**src/rtl/dd_pkg.sv**
```systemverilog
`default_nettype none
// ============================================================================
// Module      : dd_pkg
// Description : Shared types and helpers for the DoubleDabble arbiter slice.
// Revision    : 1.0 - initial release
// ============================================================================
package dd_pkg;

    // Arbiter sequencing states; encoding fixed so waveforms read consistently
    typedef enum logic [2:0] {
        IDLE    = 3'd0,
        LAUNCH  = 3'd1,
        WAIT_LO = 3'd2,
        WAIT_HI = 3'd3,
        DELIVER = 3'd4
    } state_t;

    // One packed BCD digit
    typedef logic [3:0] bcd_digit_t;

    // Digit count presented by the converter for an n-bit operand
    function automatic int bcd_digits(input int n);
        return 2 * (n + 2) + 1;
    endfunction

endpackage
`default_nettype wire

```
**src/rtl/dd_arbiter_rr_pick.sv**
```systemverilog
`default_nettype none
// ============================================================================
// Module      : rr_pick
// Description : Combinational round-robin picker. Returns the first asserted
//               request at or after the pointer, wrapping past NREQ-1.
// Revision    : 1.0 - initial release
// ============================================================================
module rr_pick #(
    parameter int  NREQ = 4,
    localparam int IW   = (NREQ > 1) ? $clog2(NREQ) : 1
) (
    input  logic [NREQ-1:0] i_req,
    input  logic [IW-1:0]   i_ptr,
    output logic [NREQ-1:0] o_grant,
    output logic [IW-1:0]   o_idx,
    output logic            o_any
);

    localparam logic [IW:0] c_nreq = (IW + 1)'(NREQ);

    logic [IW:0]   w_sum;
    logic [IW-1:0] w_cand;

    // Scan NREQ candidates starting at the pointer; first hit wins
    always_comb begin
        o_grant = '0;
        o_idx   = '0;
        o_any   = 1'b0;
        w_sum   = '0;
        w_cand  = '0;
        for (int i = 0; i < NREQ; i++) begin
            w_sum = {1'b0, i_ptr} + (IW + 1)'(i);
            if (w_sum >= c_nreq) begin
                w_sum = w_sum - c_nreq;
            end
            w_cand = w_sum[IW-1:0];
            if (!o_any && i_req[w_cand]) begin
                o_any           = 1'b1;
                o_grant[w_cand] = 1'b1;
                o_idx           = w_cand;
            end
        end
    end

endmodule
`default_nettype wire

```
**src/rtl/dd_arbiter.sv**
```systemverilog
`default_nettype none
// ============================================================================
// Module      : dd_arbiter
// Description : Round-robin scheduler sharing one DoubleDabble converter among
//               NREQ requesters, with a watchdog that aborts stuck conversions.
// Revision    : 1.0 - initial release
// ============================================================================
module dd_arbiter
    import dd_pkg::*;
#(
    parameter int  N       = 32,
    parameter int  NREQ    = 4,
    parameter int  TIMEOUT = 255,
    localparam int ND      = bcd_digits(N)
) (
    input  logic                      Clock,
    input  logic                      Reset,
    input  logic [NREQ-1:0]           Req,
    input  logic [NREQ-1:0][N-1:0]    ReqV,
    output logic [NREQ-1:0]           Gnt,
    output logic [NREQ-1:0]           Done,
    output bcd_digit_t [ND-1:0]       RspBCD,
    output logic                      RspErr,
    output logic                      Busy,
    output logic                      DdStart,
    output logic [N-1:0]              DdV,
    input  bcd_digit_t [ND-1:0]       DdBCD,
    input  logic                      DdReady
);

    localparam int c_iw = (NREQ > 1) ? $clog2(NREQ) : 1;
    localparam int c_ww = $clog2(TIMEOUT + 1);
    // Abort fires one cycle early so the watchdog reaches TIMEOUT on the edge
    // that enters DELIVER, placing Done exactly TIMEOUT cycles after LAUNCH.
    localparam logic [c_ww-1:0] c_wd_last  = c_ww'(TIMEOUT - 1);
    // Watchdog value two cycles after the Start edge; Ready still high here
    // means a zero-latency converter.
    localparam logic [c_ww-1:0] c_zero_lat = c_ww'(3);
    localparam logic [c_iw-1:0] c_last_idx = c_iw'(NREQ - 1);

    state_t              r_state;
    state_t              w_next;
    logic                w_land;
    logic                w_abort;

    logic [NREQ-1:0]     w_pick_oh;
    logic [c_iw-1:0]     w_pick_idx;
    logic                w_pick_any;

    logic [c_iw-1:0]     r_win;
    logic [NREQ-1:0]     r_win_oh;
    logic [c_iw-1:0]     r_ptr;
    logic [c_ww-1:0]     r_wdog;
    logic [N-1:0]        r_dv;
    logic [NREQ-1:0]     r_gnt;
    logic                r_start;
    logic [NREQ-1:0]     r_done;
    bcd_digit_t [ND-1:0] r_bcd;
    logic                r_err;

    rr_pick #(
        .NREQ    (NREQ)
    ) u_pick (
        .i_req   (Req),
        .i_ptr   (r_ptr),
        .o_grant (w_pick_oh),
        .o_idx   (w_pick_idx),
        .o_any   (w_pick_any)
    );

    // State register
    always_ff @(posedge Clock or negedge Reset) begin
        if (!Reset) begin
            r_state <= IDLE;
        end else begin
            r_state <= w_next;
        end
    end

    // Next-state decode, plus which way a conversion finished
    always_comb begin
        w_next  = r_state;
        w_land  = 1'b0;
        w_abort = 1'b0;
        case (r_state)
            IDLE: begin
                if (w_pick_any && DdReady) begin
                    w_next = LAUNCH;
                end
            end
            LAUNCH: begin
                w_next = WAIT_LO;
            end
            WAIT_LO: begin
                if (r_wdog == c_wd_last) begin
                    w_abort = 1'b1;
                    w_next  = DELIVER;
                end else if (!DdReady || r_wdog >= c_zero_lat) begin
                    w_next = WAIT_HI;
                end
            end
            WAIT_HI: begin
                if (DdReady) begin
                    w_land = 1'b1;
                    w_next = DELIVER;
                end else if (r_wdog == c_wd_last) begin
                    w_abort = 1'b1;
                    w_next  = DELIVER;
                end
            end
            DELIVER: begin
                w_next = IDLE;
            end
            default: begin
                w_next = IDLE;
            end
        endcase
    end

    // Winner capture, pulse outputs, watchdog and response latching
    always_ff @(posedge Clock or negedge Reset) begin
        if (!Reset) begin
            r_win    <= '0;
            r_win_oh <= '0;
            r_ptr    <= '0;
            r_wdog   <= '0;
            r_dv     <= '0;
            r_gnt    <= '0;
            r_start  <= 1'b0;
            r_done   <= '0;
            r_bcd    <= '0;
            r_err    <= 1'b0;
        end else begin
            r_gnt   <= '0;
            r_start <= 1'b0;
            r_done  <= '0;
            case (r_state)
                IDLE: begin
                    if (w_next == LAUNCH) begin
                        r_win    <= w_pick_idx;
                        r_win_oh <= w_pick_oh;
                        r_dv     <= ReqV[w_pick_idx];
                        r_wdog   <= '0;
                    end
                end
                LAUNCH: begin
                    r_gnt   <= r_win_oh;
                    r_start <= 1'b1;
                    r_ptr   <= (r_win == c_last_idx) ? '0 : r_win + 1'b1;
                    r_wdog  <= r_wdog + 1'b1;
                end
                WAIT_LO, WAIT_HI: begin
                    r_wdog <= r_wdog + 1'b1;
                end
                default: begin
                end
            endcase
            if (w_land) begin
                r_bcd  <= DdBCD;
                r_err  <= 1'b0;
                r_done <= r_win_oh;
            end else if (w_abort) begin
                r_bcd  <= '0;
                r_err  <= 1'b1;
                r_done <= r_win_oh;
            end
        end
    end

    assign Gnt     = r_gnt;
    assign Done    = r_done;
    assign DdStart = r_start;
    assign DdV     = r_dv;
    assign RspBCD  = r_bcd;
    assign RspErr  = r_err;
    assign Busy    = (r_state != IDLE);

endmodule
`default_nettype wire

```
**config.mk**
```make
export PLATFORM = sky130hd
export DESIGN_NAME = dd_arbiter
export DESIGN_NICKNAME = d
export VERILOG_FILES = /design/src/rtl/dd_pkg.sv /design/src/rtl/dd_arbiter_rr_pick.sv /design/src/rtl/dd_arbiter.sv
export SDC_FILE = /design/constraint.sdc
export NUM_CORES = 1
export LEC_CHECK = 0
export CORE_AREA = 2 2 285 287
export CTS_CLUSTER_SIZE = 14
export DETAILED_ROUTE_END_ITERATION = 10
export DIE_AREA = 0 0 287 289
export PLACE_DENSITY = 0.49
export SKIP_CTS_REPAIR_TIMING = 1
export SYNTH_ARGS = -nofsm -noshare
export SYNTH_HDL_FRONTEND = slang
export SYNTH_HIERARCHICAL = 1
export SYNTH_SLANG_ARGS = --single-unit
```
**constraint.sdc**
```tcl
create_clock -name Clock -period 3 [get_ports Clock]
set_clock_uncertainty 0.1 [all_clocks]
set_input_delay 0.6 -clock Clock [delete_from_list [all_inputs] [get_ports Clock]]
set_output_delay 0.6 -clock Clock [all_outputs]
set_load 0.01 [all_outputs]
```
Word level (Yosys, flattened, before mapping)
Cells that the tools add are included.
{"block": "word_totals", "in_bits": 411, "ff_bits": 337, "out_inout_bits": 319}
{"block": "classes", "muxes": 56, "n_eq_ne": 7, "reduce_logical": 20, "add_sub_neg": 9, "bitwise": 3, "magnitude_cmp": 14}
{"operator": "$mux W276", "count": 2}
{"operator": "$bmux W32 S2", "count": 1}
{"operator": "$mux W32", "count": 1}
{"operator": "$mux W4", "count": 7}
{"operator": "$mux W1", "count": 19}
{"operator": "$mux W2", "count": 9}
{"operator": "$pmux W8 S2", "count": 1}
{"operator": "$lt A2 B3 Y1 const B", "count": 5}
{"operator": "$mux W3", "count": 5}
{"operator": "$or A4 B4 Y4", "count": 3}
{"operator": "$pmux W3 S4", "count": 1}
{"operator": "$ge A3 B3 Y1 const B", "count": 3}
{"operator": "$add A8 B1 Y8 const B", "count": 1}
{"operator": "$bmux W1 S2", "count": 4}
{"operator": "$demux W1 S2", "count": 4}
{"operator": "$eq A8 B8 Y1 const B", "count": 1}
{"operator": "$ge A2 B1 Y1 const B", "count": 4}
{"operator": "$ge A8 B2 Y1 const B", "count": 1}
{"operator": "$logic_and A1 B1 Y1", "count": 8}
{"operator": "$mux W8", "count": 1}
{"operator": "$sub A2 B1 Y2 const B", "count": 4}
{"operator": "$add A2 B2 Y3 const B", "count": 2}
{"operator": "$eq A3 B1 Y1 const B", "count": 2}
{"operator": "$eq A3 B2 Y1 const B", "count": 2}
{"operator": "other kinds (13)", "count": 18}

Longest topological paths before layout
Gate-level depths: netlist of run 1.
{"block": "logic_depth", "word_depth": 20, "mapped_depth": 12, "depth_no_buf": 8}

By module
The synthesis of run 1 kept the hierarchy.
{"mod": "dd_arbiter", "seq_area_each_um2": 8433.1, "n_inst": 1, "area_each_um2": 14039.7, "cells_each": 1403}
{"mod": "rr_pick", "seq_area_each_um2": 0.0, "n_inst": 1, "area_each_um2": 421.7, "cells_each": 45}

Worst setup path after synthesis of run 1
No wires, ideal clock.
{"block": "synth_timing", "path_kind": "reg2reg", "startpoint": "reg r_ptr[0]", "endpoint": "reg r_dv[10], in the netlist DdV[10]", "stages_incl_launch_ff": 13, "n_path_buf": 4, "setup_slack_ps": -272, "period_less_slack_ps": 3272, "arrival_ps": 3047, "path_cell_list": "dfrtp_1 > buf_6 > inv_1 > ha_1 > mux4_2 > buf_6 > and2b_2 > o21ai_0 > o31ai_1 > buf_2 > buf_2 > mux4_2 > mux2_2"}
{"block": "synth_via", "word_cells_on_any_way": 44, "cone_classes": "add/sub (7); order compare (4); eq/ne (1); mux (24); reduce/logical (8)"}
{"element": "start, declared", "line": "dd_arbiter.sv:52", "rtl": "logic [c_iw-1:0] r_ptr;"}
{"element": "start signal, assigned", "line": "dd_arbiter.sv:149", "rtl": "r_ptr <= (r_win == c_last_idx) ? '0 : r_win + 1'b1;"}
{"element": "branches (longest 13 deep; another with $add A2 B1 Y3)"}
{"element": "$mux W2 (*)", "line": "dd_arbiter_rr_pick.sv:37", "rtl": "if (!o_any && i_req[w_cand]) begin"}
{"element": "via w_pick_idx[0]", "line": "dd_arbiter.sv:47", "rtl": "logic [c_iw-1:0] w_pick_idx;"}
{"element": "$bmux W32 S2 (*)", "line": "dd_arbiter.sv:142", "rtl": "r_dv <= ReqV[w_pick_idx];"}
{"element": "$mux W32 (not written as such) (*)", "line": "dd_arbiter.sv:142"}
{"element": "end signal, assigned", "line": "dd_arbiter.sv:142"}
{"element": "end, declared", "line": "dd_arbiter.sv:54", "rtl": "logic [N-1:0] r_dv;"}
Mark *: on every way through the listed nets, which the timed path passes. The select of a mux whose other input is x is not followed.
A chain may end at the register's enable or synchronous reset.

Worst setup path in the final report of run 1
{"block": "layout_timing", "startpoint": "reg r_ptr[1]", "endpoint": "reg r_dv[14], in the netlist DdV[14]"}
The elaborated chain is that of the path after synthesis.

==> results, run 1 <==
- The buffer cell driving the clock tree root is sky130_fd_sc_hd__clkbuf_16.
- The element type at the critical path start is a register.
- The total power draw is approximately 25 mW.
- Global routing consumed, on the met2 layer, 26.1% of the routing resources.
- TritonCTS built the clock tree.
- For this run, the detailed router's first-pass iteration total came to 5.
- The number of clock buffers added by TritonCTS is 43.
- Summing over every cut layer, the via total after detailed routing is 13400.
- The core region is roughly 80000 um2.
- The via count of the first global-routing pass is around 14000.
- Across the run, the number of max-cap violations was 0.
- The run finished with clean final reports.
- The die extent in x is 287 um.
- For the finished layout, the period the worst path requires is 2.97 ns.
- The ratio of final minimum period to clock period is between 90% and 100%.
- The leakage power figure is between 10 and 15 nW.
- Derived from the worst setup path, the maximum achievable clock frequency is between 300 and 400 MHz.
- For this configuration, the core starts out at a cell density of 18.1%.
- The met1 usage is between 10% and 20%.
- After floorplanning, the core was divided into 104 placement rows.
- The deepest clock path buffer count is 3.
- The maximum number of pins on one net before global-route repair is 148.
- STA classifies the critical path endpoint as a register.
- The end of the worst hold path is RspErr$_DFFE_PN0P_.
- For this run, the number of standard cells in the final layout without fillers is 3276.
- The total count of max-transition violations in the final report was 0.
- The estimated wirelength of the detail-placed design is 49.2 mm.
- Counting flops and latches in the post-synthesis netlist gives between 300 and 400.
- The critical-path maximum fanout is 6.
- The capture instance of the worst register-to-register path is DdV[14]$_DFFE_PN0P_.
- The total die area is between 80000 and 90000 um2.
- The endpoint arrival time on the critical path is around 3.3 ns.
- The initial antenna violation count was 18.
- In this run the most critical hold path is launched from RspErr$_DFFE_PN0P_.
- The path depth of the worst reg2reg path is 9.
- The share of post-route cells with drive strength above 1 is between 10% and 20%.
- When the netlist entered floorplanning its net count stood at between 1500 and 2000.
- The detailed router finished its first iteration with 676 violations.
- The area overhead of the layout relative to synthesis is 72.5%.
- The synthesized cell area is 14500 um2.
- The worst-case IR drop observed on VDD is 0.491 mV.
- In this run the critical register-to-register path is launched from r_ptr[1]$_DFFE_PN0P_.
- The number of different library cells used by synthesis comes to 49.
- The clock reaches the later pin of the worst-skew pair after between 0.5 and 0.6 ns.
- The wire length of the first global-routing pass is 92.5 mm.
- The layer flagged by global routing as most heavily used is met2.
- The y dimension of the die is 289 um.
- The worst min-delay path category is reg -> reg.
- The post-detailed-route DRC marker count is 0.
- Dividing the synthesized area by the synthesized cell count gives roughly 10 um2.
- The share of synthesized area occupied by flip-flops and latches is between 50% and 60%.
- Setup violations remaining at the end of the flow were counted as 0.
- The clock-pin transition on the worst setup and hold timing paths is approximately 0.06 ns.
- Synthesis produced approximately 1400 cells.
- The number of hold-slack violations in the final timing report came to 0.
- The count of filler cells inserted in the layout is ~8300.
- The measured slew at the worst slew-check pin is around 0.76 ns.
- Along the worst hold path, the cell count comes to 1.
- The power per cell area is between 1000 and 1500 nW/um2.
- Global routing finished with a remaining overflow of 0.
- The setup path with the least slack is of type reg -> reg.
- The clock sink count is roughly 340.
- At the end of routability-driven placement, the weighted congestion stood at roughly 0.84.
- In the final design database the tool counted ~2600 nets.
- The cell count after placement is ~3200.
- The detail-routed via count per cell is around 4.1.
- CTS built an H-tree with a depth of 2.
- For flop-to-flop paths, the worst setup slack is 0.03 ns.
- During I/O placement, the number of pins put on the boundary was 730.
- Once detail routing completed, the nets flagged for antenna violations numbered 0.
- Measured against its own limit, the worst slew margin works out to between 40 and 50%.
- The global-route usage over all layers is between 10% and 20%.
- The number of I/O port buffers is 729.
- For this run, the number of Yosys warnings is 6.
- The met3 routing resource usage after global routing is 5.43%.
- After detailed routing, the average wire length per cell comes to ~20 um.
- The worst endpoint required time is 3.34 ns.
- Summed over all layers, the routed wires come to roughly 65 mm.
- At the end of the flow the core is filled with cells to a little under a third.
==> cell usage in the layout, fill, tap and decap left out, drive strengths merged, types with 2 or more instances in the layout <==
master / count
clkinv: 5
inv: 8
nor3b: 2
mux2: 41
nand3: 2
ha: 8
mux2i: 7
o21ai: 286
dfrtp: 337
o211ai: 4
nor4: 2
a22oi: 8
nor3: 2
nand2b: 3
and2: 4
clkdlybuf4s50: 728
clkbuf: 64
nor2: 7
a21oi: 2
a21boi: 5
nand2: 556
buf: 68
bufinv: 6
nand4: 4
o22ai: 2
mux4: 36
nor2b: 2
==> worst max-delay path, stage by stage (launching register included) <==
cell and delay [ns]:
sky130_fd_sc_hd__dfrtp_2 0.45, sky130_fd_sc_hd__buf_6 0.12, sky130_fd_sc_hd__mux4_2 0.54, sky130_fd_sc_hd__nor2b_2 0.14, sky130_fd_sc_hd__nor2_2 0.06, sky130_fd_sc_hd__o31ai_4 0.29, sky130_fd_sc_hd__buf_6 0.19, sky130_fd_sc_hd__clkbuf_16 0.16
sky130_fd_sc_hd__mux4_2 0.51, sky130_fd_sc_hd__mux2_4 0.27
==> cells in the mapped netlist (all sizes together) <==
cell type	instances	area (um2)
nor4	2	12.5
o31ai	1	7.51
nand3	2	10.0
o21ba	1	10.0
and2	4	25.0
o211ai	4	30.0
o221ai	1	8.76
mux2i	7	70.1
a22oi	8	60.1
nand2b	3	18.8
nand4	4	31.3
or3b	1	8.76
dfrtp	337	8430
a21boi	5	37.5
mux2	41	495
or4	1	7.51
ha	8	100
clkbuf	72	298
nor3b	2	31.3
o22ai	2	12.5
nor4b	1	23.8
buf	36	225
a32o	1	10.0
inv	6	22.5
and2b	1	8.76
o21bai	1	7.51
nor2b	2	12.5
nand4b	1	8.76
or3	1	6.26
nand2	556	2090
and4	1	8.76
mux4	36	818
o21a	1	7.51
and3	1	6.26
o21ai	286	1430
nor2	6	38.8
a21oi	2	10.0
nor3	2	10.0
and4b	1	10.0
==> power breakdown <==
part	switching [mW]	leakage (nW)	internal, mW	total, mW
registers	1.22	4.24	6.58	7.80
clock network	2.11	0.736	3.45	5.55
logic	5.47	5.28	6.55	12.0
total	8.80	10.3	16.6	25.4
==> state kept, by name, summed over array words and instances (netlist names) <==
signal	count
r_win_oh	4
RspBCD	276
r_wdog	8
Gnt	4
DdStart	1
RspErr	1
r_win	2
Done	4
DdV	32
r_state	3
r_ptr	2
==> metrics by stage <==
stage	setup WS (ns)	hold slack [ns]	area (um2)	TNS, ns
2_1_floorplan	-0.0125	0.204	14500	-0.321
3_3_place_gp	-0.461	0.376	23200	-16.05
3_5_place_dp	-0.479	0.389	23200	-17.24
4_1_cts	-0.0379	-0.0350	24700	-0.514
5_1_grt	-0.0407	0.427	24900	-0.665
6_report	0.0278	0.397	24900	0
==> layer usage <==
layer	share of wire (%)	up-vias	wire length [um]
met5	0.24	-	155
met4	2.9	26	1910
met3	9.2	109	5980
met2	50	560	32900
met1	37	6413	24300
li1	-	6308	-
==> cell families (layout without fill, tap and decap cells) <==
group,count (synthesis),in the layout,synth area share [%]
AOI/OAI and AO/OA,313,313,11.3
adders and majority gates,8,8,0.692
buffers and inverters,114,880,3.77
DFF,337,337,58.3
muxes,84,84,9.57
other,0,1,0
and+or+nand+nor,592,593,16.4
==> cell type report <==
cell class	count	area, um2	share of cell area (%)
clock buffer	62	1270	5.09
inverter	6	27.5	0.110
multi-input combinational	998	5550	22.3
tap	1060	1330	5.32
sequential	337	8440	33.8
timing repair buffer	799	8110	32.5
antenna	1	2.50	0.0100
clock inverter	13	226	0.908
==> worst max-delay path by stage <==
stage / from / to / depth (start not counted)
global route: r_ptr[1]$_DFFE_PN0P_ / DdV[0]$_DFFE_PN0P_ / 10
detailed placement: Req[3] / DdV[24]$_DFFE_PN0P_ / 8
CTS: r_ptr[0]$_DFFE_PN0P_ / DdV[14]$_DFFE_PN0P_ / 9
floorplan: r_ptr[0]$_DFFE_PN0P_ / DdV[10]$_DFFE_PN0P_ / 12
global placement: Req[3] / DdV[24]$_DFFE_PN0P_ / 8
finish: r_ptr[1]$_DFFE_PN0P_ / DdV[14]$_DFFE_PN0P_ / 9
(Power assumes the default switching activity.)
==> run 2: changes to the inputs <==
- CORE_AREA: 2 2 285 287 -> 2 2 282 284
- CTS_BUF_LIST: not set -> sky130_fd_sc_hd__clkbuf_4 sky130_fd_sc_hd__clkbuf_8
- DIE_AREA: 0 0 287 289 -> 0 0 284 286
- PLACE_DENSITY: 0.49 -> 0.5
- SETUP_SLACK_MARGIN: not set -> 0.4
==> run 2 against run 1 <==
Critical path depth unchanged. First-iteration DRC count increased by 1.9%. Worst hold slack improved by 0.0085 ns. Sequential share of layout area decreased by 0.25 points. Non-clock buffer count increased by 12. Maximum frequency increased by 0.44%. Design area increased by 0.73%. Global-route usage about the same. Highest routed layer unchanged.
==> results, run 2 (same netlist as run 1, synthesis figures left out) <==
- The switching portion of total power is 35.2% (was 34.7%).
- The net switching power of the design is 8.91 mW (was 8.80 mW).
- The launch point of the worst hold path was DdV[15]$_DFFE_PN0P_ (was RspErr$_DFFE_PN0P_).
- The biggest cell delay along the critical path was 0.54 ns (about the same).
- Cells along the critical path: buf_4, mux4_2, buf_4, nor4b_4, nor2_1, a32o_2, clkbuf_16, mux4_2, mux2_4 (was buf_6, mux4_2, nor2b_2, nor2_2, o31ai_4, buf_6, clkbuf_16, mux4_2, mux2_4).
- The clock-pin transition on the worst setup and hold timing paths came to 0.05 ns (was 0.06 ns).
- The area overhead of the layout relative to synthesis is 73.8% (was 72.5%).
- The effective utilization at floorplan is 18.5% (was 18.1%).
- The total clock buffers created by CTS is 68 (was 43).
- Setup repair after global routing could not meet its margin everywhere.
- The final critical path time including I/O delays and setup is 2.96 ns (was 2.97 ns).
- The met2 capacity usage during global routing is 25.3% (was 26.1%).
- The post-detailed-route DRC marker count was 0 (unchanged).
- The maximum level of the CTS H-tree was 3 (was 2).
- The number of flip-flops under the largest register name was 276 (unchanged).
- The slowest cell on the critical path is sky130_fd_sc_hd__mux4_2 (unchanged).
- The global-route usage over all layers is 14.8% (about the same).
- The total number of nets in the final design is 2642 (was 2604).
- The die extent in x came to 284 um (was 287 um).
- The CTS tree was done (unchanged).
- The area taken by flip-flops and latches came to 8440 um2 (unchanged).
- The leakage power figure is 10.4 nW (was 10.3 nW).
- The setup TNS is 0 ns (unchanged).
- The DRC marker count from the first detailed-route iteration was 689 (was 676).
- The total die area is 81200 um2 (was 82900 um2).
- The later-pin clock latency in the skew report came to 0.63 ns (was 0.55 ns).
- The number of maximum-capacitance constraint violations was 0 (unchanged).
- The y dimension of the die was 286 um (was 289 um).
- The top-level I/O count is 730 (unchanged).
- The post-route worst setup slack was 0.0409 ns (was 0.0278 ns).
- The combined area of the multi-input logic cells is 5640 um2 (was 5550 um2).
- The via count of the first global-routing pass is 14500 (was 14000).
- The global route total overflow is 0 (unchanged).
- The estimated wirelength of the detail-placed design is 47.1 mm (was 49.2 mm).
- The total of endpoints with negative setup slack in the final report is 0 (unchanged).
- The met3 routing resource usage after global routing is 6.63% (was 5.43%).
- The number of I/O port buffers came to 729 (unchanged).
- The worst slack at placement came to -0.512 ns (was -0.479 ns).
- The remaining number of nets flagged by the antenna check after routing is 0 (unchanged).
- The total count of max-transition violations in the final report came to 0 (unchanged).
- The wire length of the first global-routing pass came to 91.9 mm (was 92.5 mm).
- The average wire length per cell after detail routing came to 19.2 um (was 19.9 um).
- The measured slew at the worst slew-check pin was 0.833 ns (was 0.762 ns).
- The endpoint arrival time on the critical path was 3.35 ns (was 3.31 ns).
- The startpoint-to-endpoint class of the critical path is reg -> reg (unchanged).
- The layer with the highest usage after global routing was met2 (unchanged).
- The global placer's final weighted congestion is 0.856 (was 0.840).
- Status: complete, no violations (unchanged).
- The placeable core area is 78400 um2 (was 79900 um2).
- The clock sink count was 337 (unchanged).
- The part of the total power dissipated in the clock network is 20.4% (was 21.9%).
- The cell-internal power is 16.4 mW (was 16.6 mW).
- The proportion of power drawn by combinational gates came to 48.6% (was 47.4%).
- The kind of capture point of the worst setup path is a register (unchanged).
- The number of hold-slack violations in the final timing report is 0 (unchanged).
- The worst slew margin relative to its limit was 44.5% (was 49.2%).
- The deepest clock path buffer count came to 3 (unchanged).
- The final core area utilization is 32.1% (was 31.2%).
- The met1 usage was 16.1% (was 16.6%).
- The share of post-route cells with drive strength above 1 was 13.2% (was 10.7%).
- The initial antenna violation count came to 19 (was 18).
- The achievable frequency came to 338 MHz (was 336 MHz).
- The count of vias placed by the detailed router was 13700 (was 13400).
- The worst endpoint required time was 3.39 ns (was 3.34 ns).
- The critical-path maximum fanout is 8 (was 6).
- The element type at the critical path start is a register (unchanged).
- The total power draw is 25.3 mW (was 25.4 mW).
- The peak supply drop is 0.693 mV (was 0.491 mV).
- The number of iterations in the first detailed-routing pass is 5 (unchanged).
- The buffer cell driving the clock tree root is sky130_fd_sc_hd__clkbuf_8 (was sky130_fd_sc_hd__clkbuf_16).
- The detail-routed via count per cell is 4.13 (was 4.10).
- The count of filler cells inserted in the layout is 8108 (was 8264).
- The worst min-delay path category was reg -> reg (unchanged).
- The ratio of final minimum period to clock period came to 98.6% (was 99.1%).
- The power per cell area came to 1010 nW/um2 (was 1020 nW/um2).
- The startpoint of the lowest-slack register-to-register path is r_ptr[0]$_DFFE_PN0P_ (was r_ptr[1]$_DFFE_PN0P_).
- Commonest cells after routing, fill and taps aside: 726 x sky130_fd_sc_hd__clkdlybuf4s50_1, 555 x sky130_fd_sc_hd__nand2_1, 335 x sky130_fd_sc_hd__dfrtp_1, 284 x sky130_fd_sc_hd__o21ai_0, 89 x sky130_fd_sc_hd__clkbuf_8 (was 728 x sky130_fd_sc_hd__clkdlybuf4s50_1, 556 x sky130_fd_sc_hd__nand2_1, 335 x sky130_fd_sc_hd__dfrtp_1, 285 x sky130_fd_sc_hd__o21ai_0, 47 x sky130_fd_sc_hd__clkbuf_16).
- The total wirelength of the detailed-routed design is 63.7 mm (was 65.3 mm).
- The sequential fraction of design power came to 30.9% (was 30.7%).
- The timing startpoint of the critical path is r_ptr[0]$_DFFE_PN0P_ (was r_ptr[1]$_DFFE_PN0P_).
- The maximum number of pins on one net before global-route repair is 168 (was 148).
- The cell row count came to 103 (was 104).
- The most frequent standard cell in the layout excluding fill and tap cells was sky130_fd_sc_hd__clkdlybuf4s50_1 (unchanged).
==> run 2: changes by cell type in the layout (fill, tap and decap cells not counted), moves of 2 or more <==
cell	before	now
sky130_fd_sc_hd__clkbuf_8	8	89
sky130_fd_sc_hd__clkdlybuf4s50_1	728	726
sky130_fd_sc_hd__clkbuf_16	47	3
sky130_fd_sc_hd__diode_2	1	5
sky130_fd_sc_hd__dlymetal6s2s_1	0	2
sky130_fd_sc_hd__buf_4	45	56
sky130_fd_sc_hd__clkinv_8	0	2
sky130_fd_sc_hd__clkbuf_4	0	16
sky130_fd_sc_hd__bufinv_16	6	2
sky130_fd_sc_hd__clkbuf_1	9	0
sky130_fd_sc_hd__mux2_4	10	28
sky130_fd_sc_hd__mux2_2	31	13
==> run 2: final timing paths <==
check | to | slack [ns] | depth (start not counted)
max in group asynchronous | RspBCD[35]$_DFFE_PN0P_ | 1.41 | 3
worst max-delay path | DdV[25]$_DFFE_PN0P_ | 0.04 | 9
worst max register to register | DdV[25]$_DFFE_PN0P_ | 0.04 | 9
worst min-delay path | DdV[15]$_DFFE_PN0P_ | 0.41 | 1
worst min register to register | DdV[15]$_DFFE_PN0P_ | 0.41 | 1
min in group asynchronous | RspBCD[225]$_DFFE_PN0P_ | 0.49 | 2
==> run 2: final cells by class <==
type                    count  share of cell area [%]
diodes                      5                  0.0498
repair buffers            811                    32.7
clock inverters            10                   0.533
clock buffers             105                    5.35
multi-input cells         999                    22.4
flip-flops and latches    337                    33.6
well taps                1050                    5.23
inverters                   6                   0.110
==> run 2: metrics by stage <==
step | instances | area [um2] | hold slack, ns
after floorplan | 1448 | 14500 | 0.204
after global routing | 3319 | 25100 | 0.354
after CTS | 3298 | 24700 | -0.119
after detailed placement | 3183 | 23200 | 0.395
after global placement | 3183 | 23200 | 0.377
final | 3323 | 25100 | 0.405
==> run 2: power groups by stage <==
stage	registers, mW	clock network, mW	logic (mW)
5_1_grt	8.08	5.63	13.3
2_1_floorplan	8.58	0	4.40
4_1_cts	7.84	5.43	11.6
3_3_place_gp	7.81	0	11.4
6_report	7.83	5.17	12.3
3_5_place_dp	7.89	0	11.5
==> run 2: routing by layer <==
metal  vias to the layer above  share of wire [%]
li1                       6396                  -
met1                      6528                 37
met2                       638                 49
met3                       147                9.9
met4                        22                4.0
met5                         -               0.20
==> run 2: worst max-delay path, delay by kind of cell (launching register included) <==
family | cells | cell delay, ns
flip-flops | 1 | 0.43
AO/OA/AOI/OAI | 1 | 0.35
buffers and inverters | 3 | 0.57
AND/OR/NAND/NOR | 2 | 0.27
multiplexers | 3 | 1.09
==> run 3: changes to the inputs <==
- HOLD_SLACK_MARGIN: not set -> 0.02
==> results of run 3 <==
Same layout as run 2: the final DEF is identical, and so are final timing and power.
